`src/rtl/lsu_pkg.sv`:
```
// Shared definitions for the load/store memory port: funct3 codes, FSM states,
// default ack timeout and the byte-enable / alignment helpers.
package lsu_pkg;

    localparam logic [2:0] F3_B  = 3'b000;
    localparam logic [2:0] F3_H  = 3'b001;
    localparam logic [2:0] F3_W  = 3'b010;
    localparam logic [2:0] F3_BU = 3'b100;
    localparam logic [2:0] F3_HU = 3'b101;

    localparam int unsigned LSU_TIMEOUT_CYC = 16;

    typedef enum logic [1:0] {
        S_IDLE   = 2'd0,
        S_ACCESS = 2'd1,
        S_RESP   = 2'd2
    } lsu_state_e;

    // size: funct3[1:0] (00 byte, 01 half, 10 word)
    function automatic logic [3:0] be_gen(input logic [1:0] size, input logic [1:0] addr_lo);
        case (size)
            2'b00:   be_gen = 4'b0001 << addr_lo;
            2'b01:   be_gen = addr_lo[1] ? 4'b1100 : 4'b0011;
            default: be_gen = 4'b1111;
        endcase
    endfunction

    function automatic logic is_misaligned(input logic [1:0] size, input logic [1:0] addr_lo);
        case (size)
            2'b01:   is_misaligned = addr_lo[0];
            2'b10:   is_misaligned = (addr_lo != 2'b00);
            default: is_misaligned = 1'b0;
        endcase
    endfunction

    function automatic logic is_illegal(input logic [2:0] funct3, input logic we);
        is_illegal = (funct3 == 3'b011) || (funct3[2:1] == 2'b11) || (funct3[2] && we);
    endfunction

endpackage

```
`src/rtl/lsu_mem_port_lane_align.sv`:
```
// Combinational lane steering: store-data replication and byte enables on the
// way out, load lane extraction with sign/zero extension on the way back.
module lsu_lane_align
    import lsu_pkg::*;
(
    input  logic [2:0]  funct3_i,
    input  logic [1:0]  addr_lo_i,
    input  logic [31:0] wdata_i,
    input  logic [31:0] rdata_i,
    output logic [3:0]  be_o,
    output logic [31:0] wdata_o,
    output logic [31:0] rdata_o
);

    logic [7:0]  byte_sel;
    logic [15:0] half_sel;

    always_comb begin
        be_o = be_gen(funct3_i[1:0], addr_lo_i);
        case (funct3_i[1:0])
            2'b00:   wdata_o = {4{wdata_i[7:0]}};
            2'b01:   wdata_o = {2{wdata_i[15:0]}};
            default: wdata_o = wdata_i;
        endcase
    end

    always_comb begin
        case (addr_lo_i)
            2'd0:    byte_sel = rdata_i[7:0];
            2'd1:    byte_sel = rdata_i[15:8];
            2'd2:    byte_sel = rdata_i[23:16];
            default: byte_sel = rdata_i[31:24];
        endcase
        half_sel = addr_lo_i[1] ? rdata_i[31:16] : rdata_i[15:0];
        case (funct3_i)
            F3_B:    rdata_o = {{24{byte_sel[7]}}, byte_sel};
            F3_BU:   rdata_o = {24'd0, byte_sel};
            F3_H:    rdata_o = {{16{half_sel[15]}}, half_sel};
            F3_HU:   rdata_o = {16'd0, half_sel};
            default: rdata_o = rdata_i;
        endcase
    end

endmodule

```
`src/rtl/lsu_mem_port.sv`:
```
// Load/store port: one access at a time, ack timeout, extended load result.
// Define LSU_MISALIGN_TRAP_EN to trap misaligned half/word accesses instead of aligning down.
module lsu_mem_port
    import lsu_pkg::*;
#(
    parameter int unsigned ADDR_W      = 32,
    parameter int unsigned DATA_W      = 32,
    parameter int unsigned TIMEOUT_CYC = LSU_TIMEOUT_CYC
) (
    input  logic              i_clk,
    input  logic              i_rst_n,
    input  logic              i_req,
    input  logic              i_we,
    input  logic [2:0]        iv_funct3,
    input  logic [ADDR_W-1:0] iv_addr,
    input  logic [DATA_W-1:0] iv_wdata,
    output logic              o_busy,
    output logic              o_done,
    output logic              o_err,
    output logic              o_misalign,
    output logic [DATA_W-1:0] ov_rdata,
    output logic              o_mem_req,
    output logic              o_mem_we,
    output logic [ADDR_W-1:0] ov_mem_addr,
    output logic [3:0]        ov_mem_be,
    output logic [DATA_W-1:0] ov_mem_wdata,
    input  logic              i_mem_ack,
    input  logic [DATA_W-1:0] iv_mem_rdata
);

    localparam int unsigned CNT_W = $clog2(TIMEOUT_CYC + 1);

    lsu_state_e        state_q, state_d;
    logic              we_q, we_d;
    logic [2:0]        f3_q, f3_d;
    logic [ADDR_W-1:0] addr_q, addr_d;
    logic [DATA_W-1:0] wdata_q, wdata_d;
    logic [CNT_W-1:0]  cnt_q, cnt_d;
    logic              err_q, err_d;
    logic              mis_q, mis_d;
    logic [DATA_W-1:0] rdata_q, rdata_d;

    logic              illegal;
    logic              trap;
    logic              access;
    logic [3:0]        be;
    logic [DATA_W-1:0] wdata_rep;
    logic [DATA_W-1:0] ld_data;

    assign illegal = is_illegal(iv_funct3, i_we);
`ifdef LSU_MISALIGN_TRAP_EN
    assign trap = is_misaligned(iv_funct3[1:0], iv_addr[1:0]);
`else
    assign trap = 1'b0;
`endif

    lsu_lane_align u_align (
        .funct3_i  (f3_q),
        .addr_lo_i (addr_q[1:0]),
        .wdata_i   (wdata_q),
        .rdata_i   (iv_mem_rdata),
        .be_o      (be),
        .wdata_o   (wdata_rep),
        .rdata_o   (ld_data)
    );

    always_comb begin
        state_d = state_q;
        we_d    = we_q;
        f3_d    = f3_q;
        addr_d  = addr_q;
        wdata_d = wdata_q;
        cnt_d   = cnt_q;
        err_d   = err_q;
        mis_d   = mis_q;
        rdata_d = rdata_q;
        case (state_q)
            S_IDLE: begin
                cnt_d = '0;
                if (i_req) begin
                    we_d    = i_we;
                    f3_d    = iv_funct3;
                    addr_d  = iv_addr;
                    wdata_d = iv_wdata;
                    err_d   = illegal;
                    mis_d   = !illegal && trap;
                    if (illegal || trap) begin
                        state_d = S_RESP;
                        rdata_d = '0;
                    end else begin
                        state_d = S_ACCESS;
                    end
                end
            end
            S_ACCESS: begin
                // ack wins over a timeout expiring in the same cycle
                if (i_mem_ack) begin
                    state_d = S_RESP;
                    err_d   = 1'b0;
                    if (!we_q) rdata_d = ld_data;
                end else if (cnt_q == CNT_W'(TIMEOUT_CYC - 1)) begin
                    state_d = S_RESP;
                    err_d   = 1'b1;
                    rdata_d = '0;
                end else begin
                    cnt_d = cnt_q + CNT_W'(1);
                end
            end
            S_RESP:  state_d = S_IDLE;
            default: state_d = S_IDLE;
        endcase
    end

    always_ff @(posedge i_clk or negedge i_rst_n) begin
        if (!i_rst_n) begin
            state_q <= S_IDLE;
            we_q    <= 1'b0;
            f3_q    <= '0;
            addr_q  <= '0;
            wdata_q <= '0;
            cnt_q   <= '0;
            err_q   <= 1'b0;
            mis_q   <= 1'b0;
            rdata_q <= '0;
        end else begin
            state_q <= state_d;
            we_q    <= we_d;
            f3_q    <= f3_d;
            addr_q  <= addr_d;
            wdata_q <= wdata_d;
            cnt_q   <= cnt_d;
            err_q   <= err_d;
            mis_q   <= mis_d;
            rdata_q <= rdata_d;
        end
    end

    // Memory-side outputs are driven only while ACCESS so reset clears them at once
    assign access       = (state_q == S_ACCESS);
    assign o_busy       = (state_q != S_IDLE);
    assign o_done       = (state_q == S_RESP);
    assign o_err        = o_done && err_q;
    assign o_misalign   = o_done && mis_q;
    assign ov_rdata     = rdata_q;
    assign o_mem_req    = access;
    assign o_mem_we     = access && we_q;
    assign ov_mem_addr  = access ? {addr_q[ADDR_W-1:2], 2'b00} : '0;
    assign ov_mem_be    = access ? be : 4'b0000;
    assign ov_mem_wdata = access ? wdata_rep : '0;

endmodule

```
`config.mk`:
```
export PLATFORM = sky130hd
export DESIGN_NAME = lsu_mem_port
export DESIGN_NICKNAME = d
export VERILOG_FILES = /design/src/rtl/lsu_pkg.sv /design/src/rtl/lsu_mem_port_lane_align.sv /design/src/rtl/lsu_mem_port.sv
export SDC_FILE = /design/constraint.sdc
export NUM_CORES = 1
export LEC_CHECK = 0
export ABC_AREA = 1
export CAP_MARGIN = 0
export CORE_UTILIZATION = 30
export DETAILED_ROUTE_END_ITERATION = 10
export PLACE_DENSITY_LB_ADDON = 0.2
export SLEW_MARGIN = 20
export SYNTH_ARGS = -nofsm -noshare
export SYNTH_HDL_FRONTEND = slang
export SYNTH_SLANG_ARGS = --single-unit
```
`constraint.sdc`:
```
create_clock -name i_clk -period 2.4 [get_ports i_clk]
set_input_delay 0.48 -clock i_clk [delete_from_list [all_inputs] [get_ports i_clk]]
set_output_delay 0.48 -clock i_clk [all_outputs]
set_load 0.005 [all_outputs]
```
======== After elaboration in Yosys (flattened, before gate mapping) ========
Cells that the tools add are included.
storage, ports and cells
  register bits ........................... 108
  input bits .............................. 104
  logic and storage cells ................. 70
cells by class
  add/sub/neg operators ................... 1
  eq/ne operators ......................... 17
  shift operators ......................... 1
  multiplexer cells ....................... 27
  reductions and logical operators ........ 16
operator list
  operator               number
  $mux W32               7
  $pmux W32 S2           2
  $pmux W32 S4           1
  $pmux W8 S3            1
  $mux W16               1
  $mux W5                2
  $pmux W5 S2            1
  $mux W2                4
  $mux W4                2
  $ne A2 B2 Y1 const B   4
  $pmux W4 S2            1
  $eq A2 B1 Y1 const B   3
  $eq A2 B2 Y1 const B   3
  $eq A3 B3 Y1 const B   2
  $logic_not A2 Y1       3
  $reduce_and A3 Y1      2
  $add A5 B1 Y5 const B  1
  $eq A5 B4 Y1 const B   1
  $reduce_and A5 Y1      1
  $pmux W2 S2            1
  $reduce_and A2 Y1      2
  $reduce_bool A2 Y1     2
  $shl A1 B2 Y4 const A  1
  $eq A3 B1 Y1 const B   1
  other kinds (8)        13

======== Logic depth before layout (Yosys ltp) ========
Gate-level depths: netlist (run 1).
  depth in word-level cells ............... 6
  gate-level depth with buffers ........... 13
  gate-level depth less buffers ........... 12

======== Hierarchy ========
From an unflattened synthesis (run 1), not the netlist that was laid out.
second synthesis, totals
  cell total of the unflattened synthesis .. 912
  area, all modules ....................... 6419.9 µm²
by module, submodules not included
  module          instances  cells an instance  area an instance (µm²)  sequential area each (µm²)
  lsu_mem_port    1          682                5188.7                  2702.6
  lsu_lane_align  1          230                1231.2                  0.0

======== Least setup slack after synthesis (run 1) ========
Ideal clock, no wire load.
  kind .................................... reg-to-reg
  start point ............................. reg cnt_q[0]
  end point ............................... reg rdata_q[21], in the netlist ov_rdata[21]
  arrival ................................. 1.638 ns
  data required time ...................... 2.334 ns
  setup slack ............................. 0.696 ns
  cell stages (with the launch flop) ...... 13
  path buffers ............................ 1
  period minus slack after synthesis ...... 1.704 ns
  cell sequence ........................... dfrtp_1 -> ha_1 -> nand2_1 -> nor2_1 -> ha_1 -> inv_1 -> nand2_1 -> nand2_1 -> nand2_2 -> nand3_2 -> clkbuf_1 -> nand2_1 -> nand2_1
on the way
  word-level cells in the longest chain between the ends .. 3
RTL lines
  element                             line                 text
  from (decl)                         lsu_mem_port.sv:38   logic [CNT_W-1:0] cnt_q, cnt_d;
  from (signal assigned)              lsu_mem_port.sv:131  cnt_q <= cnt_d;
  $eq A5 B4 Y1                        lsu_mem_port.sv:101  end else if (cnt_q == CNT_W'(TIMEOUT_CYC - 1)) begin
  $ne A3 B2 Y1 (no source line)       n/a
  $reduce_and A5 Y1 (no source line)  n/a
  to (signal assigned)                lsu_mem_port.sv:134  rdata_q <= rdata_d;
  to (decl)                           lsu_mem_port.sv:41   logic [DATA_W-1:0] rdata_q, rdata_d;
Every way passes these cells.
A chain may end at the register's enable or synchronous reset.

======== Worst setup path in the final report (run 1) ========
  start point ............................. reg f3_q[1]
  end point ............................... out ov_mem_be[2]
on the way
  word-level cells in the longest chain between the ends .. 3
  elaborated cells between the ends (all ways) .. 4
  those cells by class .................... 1 x eq/ne; 2 x mux; 1 x reduce/logical
RTL lines
  element                                           line                 text
  from (decl)                                       lsu_mem_port.sv:35   logic [2:0] f3_q, f3_d;
  from (signal assigned)                            lsu_mem_port.sv:118  f3_q <= '0;
  from (signal assigned)                            lsu_mem_port.sv:128  f3_q <= f3_d;
  $eq A2 B1 Y1 or $logic_not A2 Y1 (tied branches)  lsu_pkg.sv:21        case (size)
  $pmux W4 S2 *                                     lsu_pkg.sv:21
  $mux W4 *                                         lsu_mem_port.sv:148  assign ov_mem_be = access ? be : 4'b0000;
  to (decl)                                         lsu_mem_port.sv:25   output logic [3:0] ov_mem_be,
Every way passes the cells marked *; elsewhere a longest branch is shown, timed or not.

==> results of run 1 <==
## metal layers
layer | vias to the layer above | GRT usage (%) | part of all wire, %
li1 | 2694 | - | -
met1 | 2538 | 25.4 | 44
met2 | 181 | 31.8 | 47
met3 | 16 | 6.84 | 8.2
met4 | 0 | 4.53 | 1.3
met5 | - | 0 | 0
## synthesized netlist by cell type, types with 2 or more instances
cell / n / area share [%]
nand2_1: 164 / 11
nor2_1: 149 / 10
dfrtp_1: 108 / 49
o21ai_0: 62 / 5.6
inv_1: 61 / 4.1
a21oi_1: 58 / 5.2
mux2_2: 24 / 4.9
buf_2: 23 / 2.1
nand3_1: 15 / 1.4
clkbuf_1: 13 / 0.88
o22ai_1: 9 / 1.0
nand3b_1: 5 / 0.68
buf_1: 4 / 0.27
buf_4: 4 / 0.54
inv_2: 3 / 0.20
nand2_2: 3 / 0.34
nor3_1: 3 / 0.27
o21ai_1: 3 / 0.27
clkinv_1: 2 / 0.14
ha_1: 2 / 0.45
nand3_2: 2 / 0.36
nor2_2: 2 / 0.23
or2_2: 2 / 0.23
## flip-flops by register name, summed over array words and instances, names as in the netlist
name      flops
addr_q       32
cnt_q         5
err_q         1
f3_q          3
ov_rdata     32
state_q       2
wdata_q      32
we_q          1
## area by class of cell
type / instances / area, sq um
fill: 1821 / 9580
sequential: 108 / 2710
timing repair buffer: 240 / 2440
multi-input combinational: 509 / 2430
tap: 229 / 287
inverter: 66 / 251
clock buffer: 10 / 239
clock inverter: 6 / 78.8
timing repair inverter: 1 / 7.51
## cell families (layout without fill, tap and decap cells)
logic type,Yosys count,after routing,share of synthesized area (%)
compound gates,133,133,12.3
fa+ha+maj,2,2,0.452
buf+inv,111,323,8.46
flops,108,108,48.8
mux,24,24,4.88
other cells,1,3,0.0678
simple gates,347,347,25.0
## timing repair
action                                 CTS  global route
gates cloned                             1             0
setup buffers                            6             6
setup endpoints to repair               33            36
resized for setup                       22            34
pin swaps                                3             2
endpoints found under the hold margin    0             0
## power breakdown
group / switching (mW) / internal [mW] / total, mW
Sequential: 0.479 / 2.62 / 3.10
Combinational: 2.82 / 2.65 / 5.47
Clock: 0.740 / 0.862 / 1.60
Total: 4.03 / 6.13 / 10.2
## worst max-delay path by stage
stage	start	endpoint	slack [ns]	depth (start not counted)
2_1_floorplan	cnt_q[0]	ov_rdata[21]	0.70	12
4_1_cts	f3_q[1]	ov_mem_wdata[29]	-0.08	5
6_report	f3_q[1]	ov_mem_be[2]	-0.06	5
3_5_place_dp	f3_q[1]	ov_mem_wdata[15]	0.11	5
5_1_grt	f3_q[1]	ov_mem_be[2]	-0.13	5
3_3_place_gp	f3_q[1]	ov_mem_wdata[31]	0.15	5
## critical path, delay by kind of cell (launching register included)
| family | cells | cell delay (ns) |
|---|---|---|
| buffers and inverters | 2 | 0.72 |
| flip-flops | 1 | 0.45 |
| AND/OR/NAND/NOR | 2 | 0.29 |
| AO/OA/AOI/OAI | 1 | 0.16 |
==> summary.md, run 1 <==
| Metric | Value |
|---|---|
| Crit. End Element | `primary output` |
| Vias | `about 5,400` |
| Most frequent cells in the layout | `184 x clkdlybuf4s50_1, 162 x nand2_1, 146 x nor2_1` |
| Gpl congestion | `0.818` |
| Initial antenna violation count | `0` |
| Largest net degree at the start of global routing | `93` |
| Fin Clk Skew | `0.00785 ns` |
| R2r worst-path depth | `9` |
| GRT Overall Usage | `roughly 20%` |
| I/O pins | `210` |
| Layout area overhead | `52.7%` |
| CTS tree | `done` |
| Largest stage delay, worst path | `0.46 ns` |
| Rel. slew slack | `between 60 and 70%` |
| Min cycle time layout | `2.46 ns` |
| Fin crit share | `102%` |
| IO buf count | `206` |
| Setup TNS | `-0.236 ns` |
| Critical path peak fanout | `5` |
| DIE AREA | `19,000 sq um` |
| # rows | `between 40 and 50` |
| Worst-margin pin slew | `between 0.5 and 0.6 ns` |
| Grt ovf | `0` |
| Sequential share of the synthesized area | `about half` |
| Final Hold Fails | `0` |
| Area post-placement | `7900 sq um` |
| RSZ-0062 raised after global routing | `true` |
| Clock tree buffer depth | `2` |
| Power per standard cell area | `1200 nW/um^2` |
| Worst path slowest cell | `clkdlybuf4s50_1` |
| Ratio of cells with drive above 1 in the final layout | `between 10% and 20%` |
| Maxcap violations | `0` |
| Ys flop type | `dfrtp_1` |
| Worst flop-to-flop path startpoint | `f3_q[1]` |
| Commonest non-fill, non-tap cell in the layout | `clkdlybuf4s50_1` |
| Placeable Area | `18,000 sq um` |
| Slew Limit Fails | `0` |
| CP Launch Type | `flip-flop` |
| Drt first pass iters | `4` |
| Fmax | `0.407 GHz` |
| DR iter-0 viols | `between 200 and 300` |
| RR Endpoint | `ov_rdata[28]` |
| Final Hold Slack | `approximately 0.048 ns` |
| Lkg Pwr | `between 4 and 5 nW` |
| Drt drc | `0` |
| Antenna Violating Nets Remaining | `0` |
| Post-DP HPWL | `between 10 and 15 mm` |
| Worst slack, placed | `between 0.1 and 0.15 ns` |
| Cell Area, Synth | `roughly 5500 sq um` |
| Syn_area_per_cell | `around 7.6 sq um` |
| Post-Syn Instances | `a little over 700` |
| Die Y | `roughly 140 um` |
| Clk Latency, worst-skew pair | `approximately 0.36 ns` |
| Clock root cell | `clkbuf_16` |
| Nets@finish | `1,041` |
| Initial Util | `30.7%` |
| Chip width | `approximately 140 um` |
| N_diodes | `0` |
| R2R setup slack | `approximately 0.16 ns` |
| CP required | `approximately 1.9 ns` |
| Worst vdd ir | `approximately 620 uV` |
| Post-layout util | `roughly 47%` |
| Distinct cells, synth | `28` |
| EDFF count, synth | `0` |
| DR WL/cell | `15.6 um` |
| Clock Sinks | `108` |
| # setup viols final | `5` |
| Clk pin slew, worst setup/hold paths | `about 0.070 ns` |
| Worst path cell trace | `nor2_4, clkinvlp_4, a21oi_2, nor2_1, clkdlybuf4s50_1` |
| Post-route design area | `around 8400 sq um` |
| Post-route setup slack | `-0.0565 ns` |
| Routed wire length | `approximately 18 mm` |
| Placed cells | `approximately 1,100` |
| Non-filler instance count after layout | `roughly 1,200` |
| H-tree lvl count | `3` |
| Flops & latches, synth | `roughly 110` |
| Cts hold-fix bufs | `0` |
| Asr flop ratio synth | `100%` |
| Vias per cell | `~4.6` |
| Vias in the first global route | `roughly 5,300` |
| Worst setup path category | `reg -> out` |
| Worst endpoint data arrival time | `1.98 ns` |
| Warnings, synthesis | `0` |
| Final Total Pwr | `approximately 10 mW` |
| Outcome | `finished, violations left` |
| Failing checks | `negative setup slack` |
| CTS Buf Count | `9` |
| Hold Path Class | `in -> async` |
| Global-route wire length before repair | `between 20 and 30 mm` |
(Power assumes the default switching activity.)
==> inputs of run 2 (changes only) <==
--- a/config.mk
+++ b/config.mk
@@ -9,6 +9,7 @@
 export CAP_MARGIN = 0
 export CORE_UTILIZATION = 30
 export DETAILED_ROUTE_END_ITERATION = 10
+export DONT_BUFFER_PORTS = 1
 export PLACE_DENSITY_LB_ADDON = 0.2
 export SLEW_MARGIN = 20
 export SYNTH_ARGS = -nofsm -noshare
==> run 2 against run 1 <==
The flow finishes with violations (negative hold slack). Combinational power down 36%. Critical path depth down 1. Routed wire length down 9.7%. Highest routed layer unchanged. Register-to-register slack better by 0.13 ns. Clock skew up 0.0072 ns.
==> summary.md, run 2 (synthesized netlist as in run 1, its figures left out) <==
| Metric | Value |
|---|---|
| Hold Path Class | `in -> async` |
| # rows | `49 (unchanged)` |
| Layout area overhead | `9.25%` |
| GRT Overall Usage | `17.4% (-2.4 points)` |
| Drt first pass iters | `4 (unchanged)` |
| Gpl congestion | `0.821 (+0.37%)` |
| Ratio of cells with drive above 1 in the final layout | `9.69% (-1.8 points)` |
| Grt ovf | `0 (unchanged)` |
| Initial Util | `30.7% (unchanged)` |
| Fmax | `0.449 GHz (+10%)` |
| RSZ-0062 raised after global routing | `false` |
| Antenna Violating Nets Remaining | `0 (unchanged)` |
| Clock tree buffer depth | `2 (unchanged)` |
| Worst-margin pin slew | `0.607 ns (+0.0442 ns)` |
| I/O pins | `210 (unchanged)` |
| Most frequent cells in the layout | `163 x nand2_1, 148 x nor2_1, 108 x dfrtp_1` |
| Slew Limit Fails | `0 (unchanged)` |
| Int Pwr | `4.49 mW (-27%)` |
| Psw | `3.69 mW (-8.6%)` |
| Maxcap violations | `0 (unchanged)` |
| Post-CTS Setup Bufs | `0 (-6)` |
| Initial antenna violation count | `3 (+3)` |
| Drt drc | `0 (unchanged)` |
| CP Launch Type | `flip-flop` |
| Nets@finish | `813 (-22%)` |
| Critical path peak fanout | `17 (+12)` |
| Clock Sinks | `108 (unchanged)` |
| Fin Clk Skew | `0.0151 ns (+0.00720 ns)` |
| Comb power frac | `42.9% (-11 points)` |
| Clock group share of total power | `18.8% (+3.0 points)` |
| Final Total Pwr | `8.18 mW (-20%)` |
| Min cycle time layout | `2.23 ns (-0.229 ns)` |
| Failing checks | `negative hold slack` |
| Clk Latency, worst-skew pair | `0.37 ns (about the same)` |
| Setup TNS | `0 ns (+0.236 ns)` |
| CTS tree | `done` |
| Final Hold Slack | `-0.200 ns (-0.248 ns)` |
| Worst flop-to-flop path startpoint | `cnt_q[0]` |
| CP Launch Point | `f3_q[0]` |
| Worst endpoint data arrival time | `1.75 ns (-0.23 ns)` |
| Vias | `4,631 (-15%)` |
| Clk pin slew, worst setup/hold paths | `0.08 ns (about the same)` |
| Fin crit share | `92.8% (-9.5 points)` |
| Placeable Area | `18,000 sq um (unchanged)` |
| DR WL/cell | `17.4 um (+12%)` |
| Commonest non-fill, non-tap cell in the layout | `nand2_1` |
| Post-DP HPWL | `11.8 mm (-8.9%)` |
| Worst vdd ir | `504 uV (-18%)` |
| Sequential share of power | `38.3% (+7.8 points)` |
| Post-route design area | `6040 sq um (-28%)` |
| Chip width | `138 um (unchanged)` |
| CP required | `1.92 ns (about the same)` |
| Vias in the first global route | `4,498 (-15%)` |
| CTS Buf Count | `9 (unchanged)` |
| Clock root cell | `clkbuf_16` |
| IO buf count | `0 (-100%)` |
| Largest net degree at the start of global routing | `113 (+22%)` |
| DR iter-0 viols | `186 (-31%)` |
| Vias per cell | `4.92 (+5.9%)` |
| # setup viols final | `0 (-5)` |
| Outcome | `finished, violations left` |
| Lkg Pwr | `2.99 nW (-28%)` |
| Switching part of the total | `45.1% (+5.4 points)` |
| Rel. slew slack | `59.4% (-3.0 points)` |
| Power per standard cell area | `1350 nW/um^2 (+12%)` |
| Die Y | `138 um (unchanged)` |
| H-tree lvl count | `3 (unchanged)` |
| Routed wire length | `16.4 mm (-9.7%)` |
| Placed cells | `925 (-19%)` |
| Non-filler instance count after layout | `942 (-19%)` |
| Crit. End Element | `primary output` |
| Final Hold Fails | `108 (+108)` |
| DIE AREA | `19,000 sq um (unchanged)` |
| Area post-placement | `5740 sq um (-27%)` |
| Global-route wire length before repair | `24.6 mm (-13%)` |
| Worst setup path category | `reg -> out` |
run 2: changes by cell type in the layout (fill, tap and decap cells not counted), moves of 3 or more:
cell and delta:
buf_12 -5, dlygate4sd2_1 -5, buf_4 -16, dlymetal6s2s_1 -16
o21ai_2 -7, o21ai_0 +7, clkdlybuf4s50_1 -184, dfrtp_2 -3
dfrtp_1 +3
run 2: power groups by stage:
stage / logic [mW] / registers [mW] / clock network (mW)
detailed placement: 3.53 / 3.18 / 0
global route: 4.01 / 3.24 / 1.65
global placement: 3.47 / 3.16 / 0
CTS: 3.54 / 3.15 / 1.58
finish: 3.51 / 3.13 / 1.54
floorplan: 2.74 / 2.97 / 0
run 2: metal layers:
metal / GRT usage (%) / up-vias / share of wire (%)
li1: - / 2241 / -
met1: 20.2 / 2195 / 40
met2: 28.1 / 184 / 46
met3: 8.50 / 11 / 12
met4: 4.95 / 0 / 1.2
met5: 0 / - / 0
run 2: path summary, 6_finish.rpt:
kind                            slack [ns]  depth (start not counted)          endpoint
worst max-delay path                  0.17                          4  ov_mem_wdata[29]
worst min-delay path                 -0.20                          0      ov_rdata[20]
worst max register to register        0.29                         13      ov_rdata[16]
worst min register to register        0.51                          2      ov_rdata[18]
max in group asynchronous             2.40                          0         addr_q[5]
min in group i_clk                    0.26                          1       wdata_q[17]
run 2: final cells by class:
type / count / area [sq um]
Timing Repair Buffer: 13 / 123
Clock buffer: 9 / 225
Multi-Input combinational cell: 509 / 2380
Antenna cell: 1 / 2.50
Sequential cell: 108 / 2700
Tap cell: 229 / 287
Clock inverter: 7 / 75.1
Inverter: 66 / 250
Fill cell: 1942 / 12000
run 2: critical path, cell delays in order (launching register included):
cell     delay, ns
dfrtp_1       0.45
nor2_2        0.06
inv_1         0.38
o21ai_0       0.27
nor2_1        0.24
run 2: per-stage QoR:
step                setup slack (ns)  util, %  hold WS (ns)
floorplan                      0.696        -         0.184
global placement               0.312     31.8         0.187
detailed placement             0.300     31.8         0.187
CTS                           0.0890     33.5        -0.210
global route                  0.0333     33.5        -0.216
finish                         0.172     33.5        -0.200
run 2: repair_timing:
item | in CTS | in global routing
gates resized for setup | 1 | 1
pin swaps | 0 | 0
endpoints found under the setup margin | 4 | 2
hold endpoints to repair | 108 | 108
==> inputs of run 3 (changes only) <==
--- a/config.mk
+++ b/config.mk
@@ -10,7 +10,6 @@
 export CORE_UTILIZATION = 30
 export DETAILED_ROUTE_END_ITERATION = 10
 export DONT_BUFFER_PORTS = 1
-export PLACE_DENSITY_LB_ADDON = 0.2
 export SLEW_MARGIN = 20
 export SYNTH_ARGS = -nofsm -noshare
 export SYNTH_HDL_FRONTEND = slang
==> run 3 against run 2 <==
The run still ends with negative hold slack left. Largest cell class unchanged. Count of clock-buffer cells in the layout up 1. Register-to-register slack better by 0.08 ns. Via count is 0.99% lower. First-iteration DRC count unchanged. Total power increased by 1.2%.
==> summary.md, run 3 (synthesized netlist as in run 1, its figures left out) <==
| Metric | Value |
|---|---|
| Outcome | `finished, violations left` |
| Failing checks | `negative hold slack` |
| Layout area overhead | `10.6%` |
| Comb power frac | `43.7% (+0.8 points)` |
| Antenna Violating Nets Remaining | `0 (unchanged)` |
| Maxcap violations | `0 (unchanged)` |
| # setup viols final | `0 (unchanged)` |
| Critical path peak fanout | `10 (-7)` |
| Slew Limit Fails | `0 (unchanged)` |
| Worst endpoint data arrival time | `1.73 ns (-0.02 ns)` |
| DR iter-0 viols | `186 (unchanged)` |
| Gpl congestion | `0.796 (-3.1%)` |
| Grt ovf | `0 (unchanged)` |
| Worst setup path category | `reg -> out` |
| Chip width | `138 um (unchanged)` |
| Routed wire length | `16.1 mm (-1.9%)` |
| Switching part of the total | `44.2% (-0.86 points)` |
| Fmax | `0.452 GHz (+0.68%)` |
| Worst vdd ir | `534 uV (+6.0%)` |
| Vias in the first global route | `4,329 (-3.8%)` |
| I/O pins | `210 (unchanged)` |
| Final Hold Fails | `108 (unchanged)` |
| Worst-margin pin slew | `0.502 ns (-0.106 ns)` |
| Min cycle time layout | `2.21 ns (-0.0150 ns)` |
| Most frequent cells in the layout | `163 x nand2_1, 149 x nor2_1, 108 x dfrtp_1` |
| Clock root cell | `clkbuf_16` |
| CTS Buf Count | `9 (unchanged)` |
| Ratio of cells with drive above 1 in the final layout | `10.4% (+0.75 points)` |
| Crit. End Element | `primary output` |
| Int Pwr | `4.62 mW (+2.8%)` |
| Clock Sinks | `108 (unchanged)` |
| DR WL/cell | `17.0 um (-2.5%)` |
| Clock tree buffer depth | `2 (unchanged)` |
| Commonest non-fill, non-tap cell in the layout | `nand2_1` |
| Drt drc | `0 (unchanged)` |
| R2r worst-path depth | `9 (-4)` |
| Setup TNS | `0 ns (unchanged)` |
| Clk pin slew, worst setup/hold paths | `0.09 ns (about the same)` |
| H-tree lvl count | `3 (unchanged)` |
| Power per standard cell area | `1350 nW/um^2 (about the same)` |
| Placeable Area | `18,000 sq um (unchanged)` |
| IO buf count | `0 (unchanged)` |
| Post-DP HPWL | `11.4 mm (-3.4%)` |
| GRT Overall Usage | `16.9% (-0.44 points)` |
| Largest net degree at the start of global routing | `113 (unchanged)` |
| CTS tree | `done` |
| Nets@finish | `819 (+0.74%)` |
| Fin crit share | `92.2% (-0.62 points)` |
| Psw | `3.66 mW (-0.72%)` |
| Drt first pass iters | `5 (+1)` |
| Final Hold Slack | `-0.196 ns (+0.00446 ns)` |
| RSZ-0062 raised after global routing | `false` |
| Global-route wire length before repair | `23.7 mm (-3.6%)` |
| DIE AREA | `19,000 sq um (unchanged)` |
| Clk Latency, worst-skew pair | `0.37 ns (about the same)` |
| Clock group share of total power | `18.5% (-0.3 points)` |
| Initial Util | `30.7% (unchanged)` |
| CP Launch Type | `flip-flop` |
| Vias | `4,585 (-0.99%)` |
| Initial antenna violation count | `0 (-3)` |
| Vias per cell | `4.84 (-1.5%)` |
| Sequential share of power | `37.8% (-0.5 points)` |
| # rows | `49 (unchanged)` |
| CP required | `1.92 ns (about the same)` |
| Fin Clk Skew | `0.0150 ns (-0.00000530 ns)` |
| Die Y | `138 um (unchanged)` |
| Lkg Pwr | `3.03 nW (+1.1%)` |
| Rel. slew slack | `66.6% (+7.2 points)` |
| N_diodes | `0 (-1)` |
| Hold Path Class | `in -> async` |
[run 3: changes by cell type in the layout (fill, tap and decap cells not counted), sizes merged]
| cell | change |
|---|---|
| diode | -1 |
| clkinvlp | +1 |
| clkinv | +1 |
| inv | -3 |
| clkbuf | +1 |
| buf | +6 |
[run 3: cell type report]
| type | instances | area [sq um] |
|---|---|---|
| Clock buffer | 10 | 239 |
| Clock inverter | 6 | 62.6 |
| Fill cell | 1935 | 11900 |
| Inverter | 66 | 251 |
| Multi-Input combinational cell | 509 | 2390 |
| Sequential cell | 108 | 2700 |
| Tap cell | 229 | 287 |
| Timing Repair Buffer | 19 | 193 |
[run 3: worst max-delay path, cell delays in order, from the launching register on]
cell,delay (ns)
dfrtp_1,0.42
nor2_2,0.26
clkinvlp_4,0.12
buf_4,0.19
o21ai_0,0.26
nor2_1,0.11
[run 3: power groups by stage]
| stage | Combinational (mW) | Sequential [mW] | Clock, mW |
|---|---|---|---|
| 6_report | 3.61 | 3.13 | 1.53 |
| 2_1_floorplan | 2.74 | 2.97 | 0 |
| 5_1_grt | 4.11 | 3.25 | 1.65 |
| 3_5_place_dp | 3.52 | 3.18 | 0 |
| 4_1_cts | 3.53 | 3.14 | 1.60 |
| 3_3_place_gp | 3.50 | 3.15 | 0 |
[run 3: worst paths after layout]
| path | start | slack, ns | to |
|---|---|---|---|
| setup / recovery | f3_q[1] | 0.19 | ov_mem_wdata[26] |
| hold / removal | i_rst_n | -0.20 | cnt_q[1] |
| setup reg to reg | f3_q[1] | 0.37 | ov_rdata[20] |
| hold reg to reg | ov_rdata[21] | 0.51 | ov_rdata[21] |
| max in group asynchronous | i_rst_n | 2.44 | wdata_q[9] |
| min in group i_clk | iv_wdata[22] | 0.25 | wdata_q[22] |
[run 3: what timing repair did]
| item | 4_1_cts | 5_1_grt |
|---|---|---|
| endpoints found under the setup margin | 0 | 12 |
| setup buffers | 0 | 5 |
| endpoints found under the hold margin | 108 | 108 |
| gates resized for setup | 0 | 4 |
[run 3: stage by stage]
step                total power [mW]  utilization (%)  instances  setup slack, ns  cell area [sq um]
CTS                             8.28             33.5        942           0.0148               6050
global route                    9.02             34.0        947           0.0465               6120
global placement                6.65             31.9        926            0.433               5740
finish                          8.28             34.0        947            0.187               6120
detailed placement              6.70             31.9        926            0.423               5740
floorplan                       5.71                -        728            0.696               5540
[run 3: metal layers]
layer	vias up	track usage (%)	part of all wire, %
met5	-	0	0
met4	0	4.59	1.5
met3	14	7.80	12
met2	204	27.5	46
met1	2108	20.1	41
li1	2259	-	-
